## src/rtl/ttt_pkg.sv

```systemverilog
// Shared tic-tac-toe definitions: game-state codes, FSM states, the line table
// and the preferred-move order used by the auto player.
package ttt_pkg;

  typedef enum logic [1:0] {
    PLAYING = 2'b00,
    WIN_O   = 2'b01,
    WIN_X   = 2'b10,
    DRAW    = 2'b11
  } game_state_e;

  typedef enum logic [2:0] {
    S_IDLE,
    S_SCAN_WIN,
    S_SCAN_BLOCK,
    S_SCAN_PREF,
    S_ISSUE,
    S_WAIT
  } state_e;

  typedef logic [3:0] cell_t;

  localparam int    NUM_CELLS = 9;
  localparam int    NUM_LINES = 8;
  localparam cell_t LAST_POS  = 4'd8;

  // Rows, columns, then the two diagonals; cell index = row*3 + col.
  localparam cell_t LINE_TABLE [NUM_LINES][3] = '{
    '{4'd0, 4'd1, 4'd2},
    '{4'd3, 4'd4, 4'd5},
    '{4'd6, 4'd7, 4'd8},
    '{4'd0, 4'd3, 4'd6},
    '{4'd1, 4'd4, 4'd7},
    '{4'd2, 4'd5, 4'd8},
    '{4'd0, 4'd4, 4'd8},
    '{4'd2, 4'd4, 4'd6}
  };

  // Centre first, then corners, then edges.
  localparam cell_t PREF_ORDER [NUM_CELLS] = '{
    4'd4, 4'd0, 4'd2, 4'd6, 4'd8, 4'd1, 4'd3, 4'd5, 4'd7
  };

  function automatic logic cell_owned(input logic [8:0] valid,
                                      input logic [8:0] symbol,
                                      input cell_t      c,
                                      input logic       target);
    return valid[c] && (symbol[c] == target);
  endfunction

  function automatic logic [1:0] cell_row(input cell_t c);
    logic [1:0] r;
    case (c)
      4'd0, 4'd1, 4'd2: r = 2'd0;
      4'd3, 4'd4, 4'd5: r = 2'd1;
      default:          r = 2'd2;
    endcase
    return r;
  endfunction

  function automatic logic [1:0] cell_col(input cell_t c);
    logic [1:0] k;
    case (c)
      4'd0, 4'd3, 4'd6: k = 2'd0;
      4'd1, 4'd4, 4'd7: k = 2'd1;
      default:          k = 2'd2;
    endcase
    return k;
  endfunction

endpackage

```

## src/rtl/ttt_line_probe.sv

```systemverilog
// Per-cell line test: the cell is free and some line through it already holds
// two cells of target_symbol.
module ttt_line_probe
  import ttt_pkg::*;
(
  input  logic [3:0] idx,
  input  logic [8:0] valid,
  input  logic [8:0] symbol,
  input  logic       target_symbol,
  output logic       hit
);

  logic w_line_hit;

  always_comb begin
    // NOTE: a default before the loop keeps every path assigned, so no latch is inferred.
    w_line_hit = 1'b0;
    for (int l = 0; l < NUM_LINES; l++) begin
      if ((LINE_TABLE[l][0] == idx &&
           cell_owned(valid, symbol, LINE_TABLE[l][1], target_symbol) &&
           cell_owned(valid, symbol, LINE_TABLE[l][2], target_symbol)) ||
          (LINE_TABLE[l][1] == idx &&
           cell_owned(valid, symbol, LINE_TABLE[l][0], target_symbol) &&
           cell_owned(valid, symbol, LINE_TABLE[l][2], target_symbol)) ||
          (LINE_TABLE[l][2] == idx &&
           cell_owned(valid, symbol, LINE_TABLE[l][0], target_symbol) &&
           cell_owned(valid, symbol, LINE_TABLE[l][1], target_symbol))) begin
        w_line_hit = 1'b1;
      end
    end
  end

  assign hit = !valid[idx] && w_line_hit;

endmodule

```

## src/rtl/ttt_auto_player.sv

```systemverilog
// Automatic tic-tac-toe player: scans for a winning move, then a blocking move,
// then the preferred free cell, issues it to the board and waits for acceptance.
module ttt_auto_player
  import ttt_pkg::*;
(
  input  logic       clk,
  input  logic       reset,
  input  logic       start,
  input  logic       my_symbol,
  input  logic [8:0] valid,
  input  logic [8:0] symbol,
  input  logic [1:0] game_state,
  output logic [1:0] row,
  output logic [1:0] col,
  output logic       set,
  output logic       busy,
  output logic       done,
  output logic       no_move,
  output logic       err
);

  state_e     r_state;
  cell_t      r_cnt;
  logic [1:0] r_wait_cnt;
  cell_t      r_idx;
  logic [1:0] r_row;
  logic [1:0] r_col;
  logic       r_set;
  logic       r_busy;
  logic       r_done;
  logic       r_no_move;
  logic       r_err;

  cell_t      w_cur_idx;
  logic       w_win_hit;
  logic       w_block_hit;
  logic       w_hit;
  logic       w_playing;

  assign w_cur_idx = (r_state == S_SCAN_PREF) ? PREF_ORDER[r_cnt] : r_cnt;
  assign w_playing = (game_state == PLAYING);

  ttt_line_probe u_probe_win (
    .idx           (w_cur_idx),
    .valid         (valid),
    .symbol        (symbol),
    .target_symbol (my_symbol),
    .hit           (w_win_hit)
  );

  ttt_line_probe u_probe_block (
    .idx           (w_cur_idx),
    .valid         (valid),
    .symbol        (symbol),
    .target_symbol (~my_symbol),
    .hit           (w_block_hit)
  );

  assign w_hit = (r_state == S_SCAN_WIN   && w_win_hit)   ||
                 (r_state == S_SCAN_BLOCK && w_block_hit) ||
                 (r_state == S_SCAN_PREF  && !valid[w_cur_idx]);

  // NOTE: the async reset clears every flop, so a reset mid-move leaves no pending strobe or pulse.
  always_ff @(posedge clk or posedge reset) begin
    if (reset) begin
      r_state    <= S_IDLE;
      r_cnt      <= '0;
      r_wait_cnt <= '0;
      r_idx      <= '0;
      r_row      <= '0;
      r_col      <= '0;
      r_set      <= 1'b0;
      r_busy     <= 1'b0;
      r_done     <= 1'b0;
      r_no_move  <= 1'b0;
      r_err      <= 1'b0;
    end else begin
      // NOTE: non-blocking assignments here; the defaults below make every strobe a single-cycle pulse.
      r_set     <= 1'b0;
      r_done    <= 1'b0;
      r_no_move <= 1'b0;
      r_err     <= 1'b0;

      case (r_state)
        S_IDLE: begin
          if (start) begin
            if (w_playing) begin
              r_state <= S_SCAN_WIN;
              r_cnt   <= '0;
              r_busy  <= 1'b1;
            end else begin
              r_no_move <= 1'b1;
            end
          end
        end

        S_SCAN_WIN, S_SCAN_BLOCK, S_SCAN_PREF: begin
          if (!w_playing) begin
            r_state   <= S_IDLE;
            r_busy    <= 1'b0;
            r_no_move <= 1'b1;
            r_cnt     <= '0;
          end else if (w_hit) begin
            r_idx   <= w_cur_idx;
            r_row   <= cell_row(w_cur_idx);
            r_col   <= cell_col(w_cur_idx);
            r_set   <= 1'b1;
            r_state <= S_ISSUE;
            r_cnt   <= '0;
          end else if (r_cnt == LAST_POS) begin
            r_cnt <= '0;
            if (r_state == S_SCAN_WIN) begin
              r_state <= S_SCAN_BLOCK;
            end else if (r_state == S_SCAN_BLOCK) begin
              r_state <= S_SCAN_PREF;
            end else begin
              r_state   <= S_IDLE;
              r_busy    <= 1'b0;
              r_no_move <= 1'b1;
            end
          end else begin
            r_cnt <= r_cnt + 4'd1;
          end
        end

        S_ISSUE: begin
          r_state    <= S_WAIT;
          r_wait_cnt <= '0;
        end

        S_WAIT: begin
          if (valid[r_idx]) begin
            r_state <= S_IDLE;
            r_busy  <= 1'b0;
            r_done  <= 1'b1;
          end else if (r_wait_cnt == 2'd3) begin
            r_state <= S_IDLE;
            r_busy  <= 1'b0;
            r_err   <= 1'b1;
          end else begin
            r_wait_cnt <= r_wait_cnt + 2'd1;
          end
        end

        default: begin
          r_state <= S_IDLE;
          r_busy  <= 1'b0;
        end
      endcase
    end
  end

  assign row     = r_row;
  assign col     = r_col;
  assign set     = r_set;
  assign busy    = r_busy;
  assign done    = r_done;
  assign no_move = r_no_move;
  assign err     = r_err;

endmodule

```

## config.mk

```make
export PLATFORM = sky130hd
export DESIGN_NAME = ttt_auto_player
export DESIGN_NICKNAME = d
export VERILOG_FILES = /design/src/rtl/ttt_pkg.sv /design/src/rtl/ttt_line_probe.sv /design/src/rtl/ttt_auto_player.sv
export SDC_FILE = /design/constraint.sdc
export NUM_CORES = 1
export LEC_CHECK = 0
export BUFFER_PORTS_ARGS = -buffer_cell sky130_fd_sc_hd__buf_2
export CORE_MARGIN = 5
export CORE_UTILIZATION = 34
export CTS_CLUSTER_DIAMETER = 30
export DETAILED_ROUTE_END_ITERATION = 7
export GPL_TIMING_DRIVEN = 0
export PLACE_DENSITY = 0.51
export SETUP_SLACK_MARGIN = 0.1
export SYNTH_ARGS = -nofsm -noshare
export SYNTH_HDL_FRONTEND = slang
export SYNTH_SLANG_ARGS = --single-unit
```

## constraint.sdc

```tcl
create_clock -name clk -period 3.3 [get_ports clk]
set_clock_uncertainty 0.05 [all_clocks]
set_input_delay 0.33 -clock clk [delete_from_list [all_inputs] [get_ports clk]]
set_output_delay 0.33 -clock clk [all_outputs]
set_load 0.05 [all_outputs]
```

==> results of run 1 <==
where the power goes:
part	switching (uW)	total [uW]	internal [uW]	leakage (uW)
combinational	554	909	355	0.00107
sequential	46.3	373	326	0.000283
clock	98.3	261	162	0.0000357
total	699	1540	844	0.00139
worst min-delay path by stage:
stage | end | cells after the start
3_5_place_dp | row[0]$_DFFE_PP0P_ | 1
5_1_grt | set$_DFF_PP0_ | 2
3_3_place_gp | r_idx[3]$_DFFE_PP0P_ | 1
2_1_floorplan | busy$_DFFE_PP0P_ | 1
6_report | set$_DFF_PP0_ | 2
4_1_cts | set$_DFF_PP0_ | 2
state kept, by name (all words and copies together), names as in the netlist:
name	flops
r_cnt	4
busy	1
col	2
err	1
r_state	3
no_move	1
row	2
done	1
r_wait_cnt	2
set	1
r_idx	4
critical path, cell delays in order (launching register included):
cell	delay, ns
dfrtp_2	0.45
buf_6	0.14
ha_4	0.15
or4b_4	0.54
o32a_1	0.23
buf_6	0.16
o22a_1	0.23
o32ai_4	0.32
o41ai_4	0.10
a21oi_4	0.20
nand2_2	0.09
buf_4	0.17
mux2_1	0.30
repair_timing:
item,CTS,global route
endpoints found under the setup margin,16,16
buffers inserted,6,6
resized for setup,14,27
pin swaps,2,12
gates cloned,0,1
metrics by stage:
| step | setup TNS, ns | hold WS, ns | area [um^2] |
|---|---|---|---|
| after floorplan | 0 | 0.269 | 2510 |
| after global placement | -2.21 | 0.431 | 2780 |
| after detailed placement | -2.82 | 0.440 | 2780 |
| after CTS | 0 | 0.201 | 2970 |
| after global routing | -0.297 | 0.264 | 3170 |
| final | 0 | 0.165 | 3170 |
synthesized netlist by cell type (2+ instances only):
master	number
nand2_1	30
nor2_1	24
dfrtp_1	22
inv_1	19
nand3_1	15
a21oi_1	14
nand2b_1	13
o22ai_1	12
nor3_1	11
o21ai_0	9
buf_2	7
clkbuf_1	7
nor2b_1	7
xnor2_1	7
mux2i_1	6
and3b_1	5
ha_1	5
o21ai_1	5
o22a_1	5
o31ai_1	5
a31oi_1	4
and2_1	4
mux2_4	4
or3_1	4
a211oi_1	3
a2bb2oi_1	3
buf_4	3
mux4_2	3
nand3b_1	3
o211ai_1	3
o32ai_1	3
o41ai_2	3
a211o_1	2
a21o_1	2
a22o_1	2
a32oi_1	2
and3_1	2
mux2_1	2
nor3b_1	2
o221ai_1	2
o32a_1	2
or2_2	2
xor2_1	2
metal layers:
metal,vias up,wire (um)
met1,1267,3860
met3,11,405
met5,-,0
met2,75,3610
met4,0,80
li1,1282,-
layout make-up:
type,instances,area (um^2),share of cell area (%)
inverter,20,80.1,2.52
buffer,19,108,3.39
sequential,22,553,17.4
clock inverter,1,30.0,0.947
multi-input combinational,257,1990,62.6
clock buffer,3,41.3,1.30
timing repair buffer,42,250,7.89
tap,99,124,3.91
kinds of logic (layout without fill, tap and decap cells):
kind of cell	Yosys count	count (layout)	share of synthesized area, %
xor gates and xnor gates	9	9	3.13
muxes	17	17	9.35
adders and majority gates	5	5	2.49
and+or+nand+nor	133	133	28.3
buffers and inverters	39	85	6.96
DFF	22	22	21.9
AOI/OAI and AO/OA	93	93	27.9
==> results.tsv, run 1 <==
metric	value	unit
syn_nets	347	
yosys_most_used_dff	dfrtp_1	
fillers	747	
dieHeight	96.0	um
synth_top_area_share	21.9	%
grt_overflow	0	
final_layout_size_suffix_gt1_share	28.3	%
critPathCaptureType	flop	
reg2regPathDepth	12	
grt_pass1_wl	12200	um
required	3.41	ns
n_antenna_cell	0	
setup_violations	0	
cts_hold_buf	0	
r2r_slack	0.04	ns
drt_first_pass_iters	5	
clockBufferDepth	2	
yosysUniqueCellTypes	71	
maxCapViolCount	0	
hold_class	in2async	
fin_total_pwr	1540	uW
synth_seq_area_share	21.9	%
dpl.cell_count	446	
rr_endpoint	r_idx[3]$_DFFE_PP0P_	
io_pins	33	
insertion_delay	0.27	ns
vdd_drop_max	0.208	mV
cts_tree	yes	
place_ws	-0.350	ns
drt-total-wl	7960	um
p_per_area	486	nW/um^2
core	7210	um^2
drtIter0Drc	240	
antenna_found_initial	0	
vias	2635	
arrival	3.37	ns
fin_nets	394	
grt.met1_usage	25.2	%
cp-endpoint	r_idx[3]$_DFFE_PP0P_	
fin_cells	463	
grt_use_total	16.8	%
layout_commonest_cell	buf_2	
syn_inst	318	
busiest_layer	met2	
vias_per_cell	5.69	
r2r-start	r_cnt[0]$_DFFE_PP0P_	
leakagePower	0.00139	uW
drc	0	
grt_pass1_vias	2332	
max-slew-margin-rel	43.9	%
critPathKind	reg2reg	
met3_usage	2.42	%
startpoint_type	flop	
portBuffers	29	
syn_area	2510	um^2
cts_inserted_buffers	3	
gp_congestion	0.922	
worst_slack	0.0448	ns
status	finished, final reports clean	
drv_slew	0	
area_growth	26.1	%
dp_hpwl	5840	um
root_buffer	clkbuf_8	
core.rowCount	31	
yosysTopAreaCell	dfrtp_1	
ys_seq_elements	22	
hold_viol	0	
ys_top_cells_by_area	dfrtp_1, nand2_1, nor2_1	
async_flop_share	100	%
tightest_slew	0.840	ns
cts.sinks	22	
die_x	96.0	um
synth-edff-count	0	
cp_max_fo	5	
postLayoutCoreUtil	44.0	%
grt_max_degree	23	
initial_utilization	34.9	%
post-route-period-util	98.6	%
post_drt_wl_per_cell	17.2	um
htree_levels	1	
ant_nets	0	
die-area	9220	um^2
fmax	307	MHz
yosysWarningCount	0	
use_met2	26.2	%
layout_common_cells	buf_2, nand2_1, nor2_1	
rsz0062_at_grt	true	
critPathLaunch	r_cnt[0]$_DFFE_PP0P_	
path_clk_slew	0.09	ns
finalCriticalPeriod	3.26	ns
syn_avg_cell_area	7.91	um^2
Power figures use the tool's default switching activity.
==> inputs of run 2 (changes only) <==
--- a/config.mk
+++ b/config.mk
@@ -5,6 +5,7 @@
 export SDC_FILE = /design/constraint.sdc
 export NUM_CORES = 1
 export LEC_CHECK = 0
+export ABC_AREA = 1
 export BUFFER_PORTS_ARGS = -buffer_cell sky130_fd_sc_hd__buf_2
 export CORE_MARGIN = 5
 export CORE_UTILIZATION = 34
==> run 2 against run 1 <==
  * Highest routed layer unchanged
  * Worst setup slack better by 0.36 ns
  * Clock power barely moved
  * Worst hold slack improved by 0.0028 ns
  * Power rose by 6.2%
  * Critical path type unchanged
  * Die area down 3.9%
  * Largest power group unchanged
  * Via count shrank 4.4%
  * Design area down 13%
  * Sequential power increased by 9.9%
  * Critical path depth increased by 7
  * Non-clock buffer count fell by 21
  * Register-to-register slack gained 0.36 ns
==> results.tsv, run 2 <==
metric	value	unit	change
multiInputGateArea	1540	um^2	-22%
postCtsSetupBuffers	0		-6
dieHeight	94.1	um	-2.0%
initial_utilization	35.2	%	+0.34 points
ant_nets	0		unchanged
syn_nets	425		+22%
ff_latch_area	551	um^2	-0.45%
layout_commonest_cell	nand2_1		
final_area	2760	um^2	-13%
drtIter0Drc	175		-27%
fin_setup_tns	0	ns	unchanged
yosysUniqueCellTypes	31		-56%
cts.sinks	22		unchanged
maxCapViolCount	0		unchanged
postLayoutCoreUtil	40.3	%	-3.6 points
grt_pass1_vias	2336		+0.17%
yosysWarningCount	0		unchanged
fin_nets	461		+17%
critPathCaptureType	flop		
syn_area	2400	um^2	-4.4%
r2r-start	r_cnt[0]$_DFFE_PP0P_		
core	6830	um^2	-5.3%
grt_use_total	16.1	%	-0.71 points
r2r_slack	0.40	ns	+0.36 ns
grt_overflow	0		unchanged
io_pins	33		unchanged
synth_seq_area_share	22.9	%	+1.0 points
rr_endpoint	col[0]$_DFFE_PP0P_		
layout_common_cells	nand2_1, inv_1, nand3_1		
path_clk_slew	0.09	ns	about the same
status	finished, final reports clean		
ys_top_cells_by_area	dfrtp_1, nand2_1, nand3_1		
ctsResizeCount	0		-14
synth_top_area_share	22.9	%	+1.0 points
core.rowCount	30		-3.2%
htree_levels	1		unchanged
p_per_area	594	nW/um^2	+22%
vdd_drop_max	0.207	mV	-0.57%
async_flop_share	100	%	unchanged
drt-total-wl	6820	um	-14%
syn_inst	396		+25%
post-route-period-util	87.8	%	-11 points
post_drt_wl_per_cell	12.9	um	-25%
drc	0		unchanged
setup_violations	0		unchanged
yosysTopAreaCell	dfrtp_1		
leakagePower	0.00155	uW	+12%
cts_inserted_buffers	3		unchanged
yosysMostFrequentCell	nand2_1		
max-slew-margin-rel	43.5	%	-0.45 points
dp_hpwl	5440	um	-6.7%
ys_seq_elements	22		unchanged
tightest_slew	0.847	ns	+0.00678 ns
antenna_found_initial	0		unchanged
cts_hold_buf	0		unchanged
yosys_most_used_dff	dfrtp_1		
cp_max_fo	10		+5
area_growth	14.6	%	
critPathKind	reg2reg		
finalCriticalPeriod	2.90	ns	-0.359 ns
drv_slew	0		unchanged
dpl_cell_area	2680	um^2	-3.7%
final_layout_size_suffix_gt1_share	19.3	%	-9.0 points
reg2regPathDepth	19		+7
required	3.41	ns	about the same
n_antenna_cell	0		unchanged
synth_common_cells	nand2_1, inv_1, nand3_1		
root_buffer	clkbuf_8		
hold_class	in2async		
startpoint_type	flop		
synth-edff-count	0		unchanged
fillers	805		+7.8%
vias	2519		-4.4%
drt_first_pass_iters	4		-1
hold_viol	0		unchanged
die_x	94.1	um	-2.0%
insertion_delay	0.27	ns	about the same
portBuffers	31		+6.9%
clockBufferDepth	2		unchanged
fmax	345	MHz	+12%
syn_avg_cell_area	6.07	um^2	-23%
die-area	8850	um^2	-3.9%
vias_per_cell	4.78		-16%
grt_max_degree	23		unchanged
gp_congestion	0.899		-2.4%
fin_total_pwr	1640	uW	+6.2%
arrival	3.00	ns	-0.37 ns
cts_tree	yes		
grt_pass1_wl	11400	um	-6.6%
rsz0062_at_grt	false		
reg_top3	r_cnt (4), r_idx (4), r_state (3)		
run 2: cell types whose count changed after synthesis, sizes merged, moves of 7 or more:
cell    change
nand2      +97
nand3      +44
inv        +43
nor2       +22
nand2b     -13
o21ai      +11
o22ai      -11
clkbuf      -8
mux2        -7
mux2i       -7
nor2b       -7
run 2: layer usage:
| layer | global-route usage [%] | share of wire [%] |
|---|---|---|
| met1 | 22.7 | 49 |
| met3 | 3.37 | 5.0 |
| met4 | 1.93 | 0.18 |
| met5 | 0 | 0 |
| met2 | 26.0 | 46 |
run 2: final cells by class:
cell class | instances | share of cell area, %
inverter | 63 | 8.58
multi-input combinational | 302 | 55.8
timing repair buffer | 31 | 5.63
sequential | 22 | 20.0
buffer | 9 | 3.04
clock buffer | 3 | 1.50
tap | 96 | 4.36
clock inverter | 1 | 1.09
run 2: worst max path at each step:
stage / cells past startpoint / endpoint / from / slack [ns]
floorplan: 19 / col[0]$_DFFE_PP0P_ / r_cnt[0]$_DFFE_PP0P_ / 0.82
detailed placement: 19 / col[0]$_DFFE_PP0P_ / r_cnt[0]$_DFFE_PP0P_ / 0.32
finish: 19 / col[0]$_DFFE_PP0P_ / r_cnt[0]$_DFFE_PP0P_ / 0.40
global placement: 19 / col[0]$_DFFE_PP0P_ / r_cnt[0]$_DFFE_PP0P_ / 0.33
CTS: 19 / col[0]$_DFFE_PP0P_ / r_cnt[0]$_DFFE_PP0P_ / 0.30
global route: 18 / r_state[2]$_DFFE_PP0P_ / r_cnt[0]$_DFFE_PP0P_ / 0.15
run 2: stage by stage:
step	instances	hold slack, ns	setup slack [ns]
floorplan	396	0.269	0.825
global placement	523	0.411	0.325
detailed placement	523	0.412	0.322
CTS	527	0.200	0.300
global route	527	0.240	0.154
finish	527	0.168	0.403
run 2: power by group:
part           internal (uW)  switching (uW)
clock                    162            97.6
sequential               341            68.9
combinational            297             671
run 2: worst max-delay path, stage by stage (launching register included):
cell,delay (ns)
dfrtp_1,0.41
inv_1,0.13
ha_1,0.34
o21ai_1,0.17
nand2_2,0.10
nand2_4,0.15
nand2_4,0.09
nor2_2,0.27
nand3_1,0.11
nand2_1,0.07
inv_1,0.03
nand2_1,0.08
nor2_2,0.05
nand3_2,0.08
nand3_1,0.09
nand3_2,0.14
nand2_4,0.12
buf_12,0.19
nand2_2,0.06
o21ai_2,0.04
run 2: logic make-up after synthesis:
kind of cell | after synthesis | synth area share, %
simple gates | 249 | 48.4
fa+ha+maj | 5 | 2.60
buf+inv | 72 | 13.3
xor+xnor | 6 | 2.19
compound gates | 42 | 10.6
flops | 22 | 22.9
==> inputs of run 3 (changes only) <==
--- a/config.mk
+++ b/config.mk
@@ -5,14 +5,15 @@
 export SDC_FILE = /design/constraint.sdc
 export NUM_CORES = 1
 export LEC_CHECK = 0
-export ABC_AREA = 1
 export BUFFER_PORTS_ARGS = -buffer_cell sky130_fd_sc_hd__buf_2
+export CELL_PAD_IN_SITES_DETAIL_PLACEMENT = 0
+export CELL_PAD_IN_SITES_GLOBAL_PLACEMENT = 1
 export CORE_MARGIN = 5
 export CORE_UTILIZATION = 34
 export CTS_CLUSTER_DIAMETER = 30
 export DETAILED_ROUTE_END_ITERATION = 7
 export GPL_TIMING_DRIVEN = 0
-export PLACE_DENSITY = 0.51
+export PLACE_DENSITY = 0.65
 export SETUP_SLACK_MARGIN = 0.1
 export SYNTH_ARGS = -nofsm -noshare
 export SYNTH_HDL_FRONTEND = slang
==> run 3 against run 2 <==
  * Count of clock-buffer cells in the layout unchanged
  * Non-clock buffer count grew 21
  * Wire length increased by 18%
  * Clock power decreased by 3%
  * Combinational power is 7.2% lower
  * Sequential share of layout area shrank 2.5 points
  * Utilization grew 3.5 points
  * Global-route usage grew 1.6 points
  * Via count grew 3.7%
  * Final cell count decreased by 12%
  * Sequential power is 9.5% lower
  * Flip-flop and latch count unchanged
==> results.tsv, run 3 (same netlist as run 1, synthesis figures left out) <==
metric	value	unit	change
io_pins	33		unchanged
drt_first_pass_iters	4		unchanged
leakagePower	0.00137	uW	-12%
grt_overflow	0		unchanged
fmax	317	MHz	-8.2%
grt_pass1_vias	2508		+7.4%
use_met2	27.9	%	+1.9 points
drt-total-wl	8050	um	+18%
clockBufferDepth	2		unchanged
max-slew-margin-rel	42.1	%	-1.3 points
grt_pass1_wl	13000	um	+14%
layout_commonest_cell	buf_2		
final_layout_size_suffix_gt1_share	28.0	%	+8.8 points
cts_hold_buf	0		unchanged
critPathCaptureType	flop		
n_antenna_cell	0		unchanged
portBuffers	29		-6.5%
vias_per_cell	5.64		+18%
grt.met1_usage	26.1	%	+3.4 points
root_buffer	clkbuf_8		
path_clk_slew	0.08	ns	about the same
cts_tree	yes		
finalCriticalPeriod	3.16	ns	+0.259 ns
grt_use_total	17.7	%	+1.6 points
die-area	9220	um^2	+4.1%
multiInputGateArea	1980	um^2	+28%
startpoint_type	flop		
layout_common_cells	buf_2, nand2_1, nor2_1		
maxCapViolCount	0		unchanged
grt_max_degree	23		unchanged
die_x	96.0	um	+2.0%
drtIter0Drc	211		+21%
status	finished, final reports clean		
vdd_drop_max	0.274	mV	+33%
antenna_found_initial	0		unchanged
gp_congestion	0.867		-3.6%
core.rowCount	31		+3.3%
r2r_slack	0.14	ns	-0.26 ns
reg_top3	r_cnt (4), r_idx (4), r_state (3)		
fin_setup_tns	0	ns	unchanged
ant_nets	0		unchanged
initial_utilization	34.9	%	-0.34 points
hold_class	in2async		
area_growth	25.9	%	
insertion_delay	0.26	ns	about the same
busiest_layer	met2		
critPathKind	reg2reg		
met3_usage	2.42	%	-0.94 points
fin_nets	394		-15%
post-route-period-util	95.6	%	+7.9 points
fillers	746		-7.3%
rsz0062_at_grt	true		
cts.sinks	22		unchanged
dp_hpwl	6130	um	+13%
required	3.40	ns	about the same
post_drt_wl_per_cell	17.4	um	+34%
setup_violations	0		unchanged
htree_levels	1		unchanged
cp_max_fo	8		-2
cts_inserted_buffers	3		unchanged
tightest_slew	0.867	ns	+0.0198 ns
arrival	3.26	ns	+0.26 ns
hold_ws	0.181	ns	+0.0130 ns
dieHeight	96.0	um	+2.0%
vias	2611		+3.7%
hold_viol	0		unchanged
drc	0		unchanged
drv_slew	0		unchanged
p_per_area	481	nW/um^2	-19%
ff_latch_area	553	um^2	+0.45%
core	7210	um^2	+5.6%
## run 3: critical path, stage by stage, from the launching register on
cell     delay, ns
dfrtp_2       0.45
buf_6         0.14
ha_4          0.15
or4b_4        0.51
o32a_1        0.23
buf_6         0.15
o22a_1        0.23
o32ai_4       0.27
o41ai_4       0.10
a21oi_4       0.20
nand2_2       0.09
buf_8         0.18
mux2_4        0.29
## run 3: final cells by class
class / instances / area share, %
multi-input cells: 257 / 62.4
flip-flops and latches: 22 / 17.5
repair buffers: 42 / 8.02
well taps: 99 / 3.91
plain buffers: 19 / 3.40
inverters: 20 / 2.53
clock buffers: 3 / 1.30
clock inverters: 1 / 0.948
## run 3: path summary, 6_finish.rpt
path / from / endpoint / cells past startpoint
worst min register to register: col[1]$_DFFE_PP0P_ / col[1]$_DFFE_PP0P_ / 1
worst max register to register: r_cnt[0]$_DFFE_PP0P_ / col[1]$_DFFE_PP0P_ / 12
max in group asynchronous: reset / r_cnt[0]$_DFFE_PP0P_ / 2
min in group clk: col[1]$_DFFE_PP0P_ / col[1]$_DFFE_PP0P_ / 1
worst max-delay path: r_cnt[0]$_DFFE_PP0P_ / col[1]$_DFFE_PP0P_ / 12
worst min-delay path: reset / r_idx[1]$_DFFE_PP0P_ / 2
## run 3: timing repair
action	4_1_cts	5_1_grt
cloned	0	1
setup buffers	8	4
gates resized for setup	15	26
setup endpoints to repair	17	16
pin swaps	4	4
## run 3: where the power goes
part           switching [uW]  internal [uW]
Clock                    91.3            162
Combinational             551            347
Sequential               44.7            326
## run 3: layer usage
| metal | wire length, um | vias up | share of wire (%) |
|---|---|---|---|
| met5 | 0 | - | 0 |
| met2 | 3740 | 57 | 46 |
| met3 | 328 | 10 | 4.1 |
| met4 | 87 | 0 | 1.1 |
| li1 | - | 1275 | - |
| met1 | 3890 | 1269 | 48 |
## run 3: stage by stage
| stage | cell area (um^2) | utilization, % | total power, uW | setup WS, ns | instances |
|---|---|---|---|---|---|
| floorplan | 2510 | - | 937 | 0.183 | 318 |
| global placement | 2780 | 38.6 | 1130 | -0.323 | 446 |
| detailed placement | 2780 | 38.6 | 1130 | -0.361 | 446 |
| CTS | 2990 | 41.4 | 1470 | 0.103 | 458 |
| global route | 3170 | 43.9 | 1630 | 0.0493 | 463 |
| finish | 3170 | 43.9 | 1520 | 0.144 | 463 |
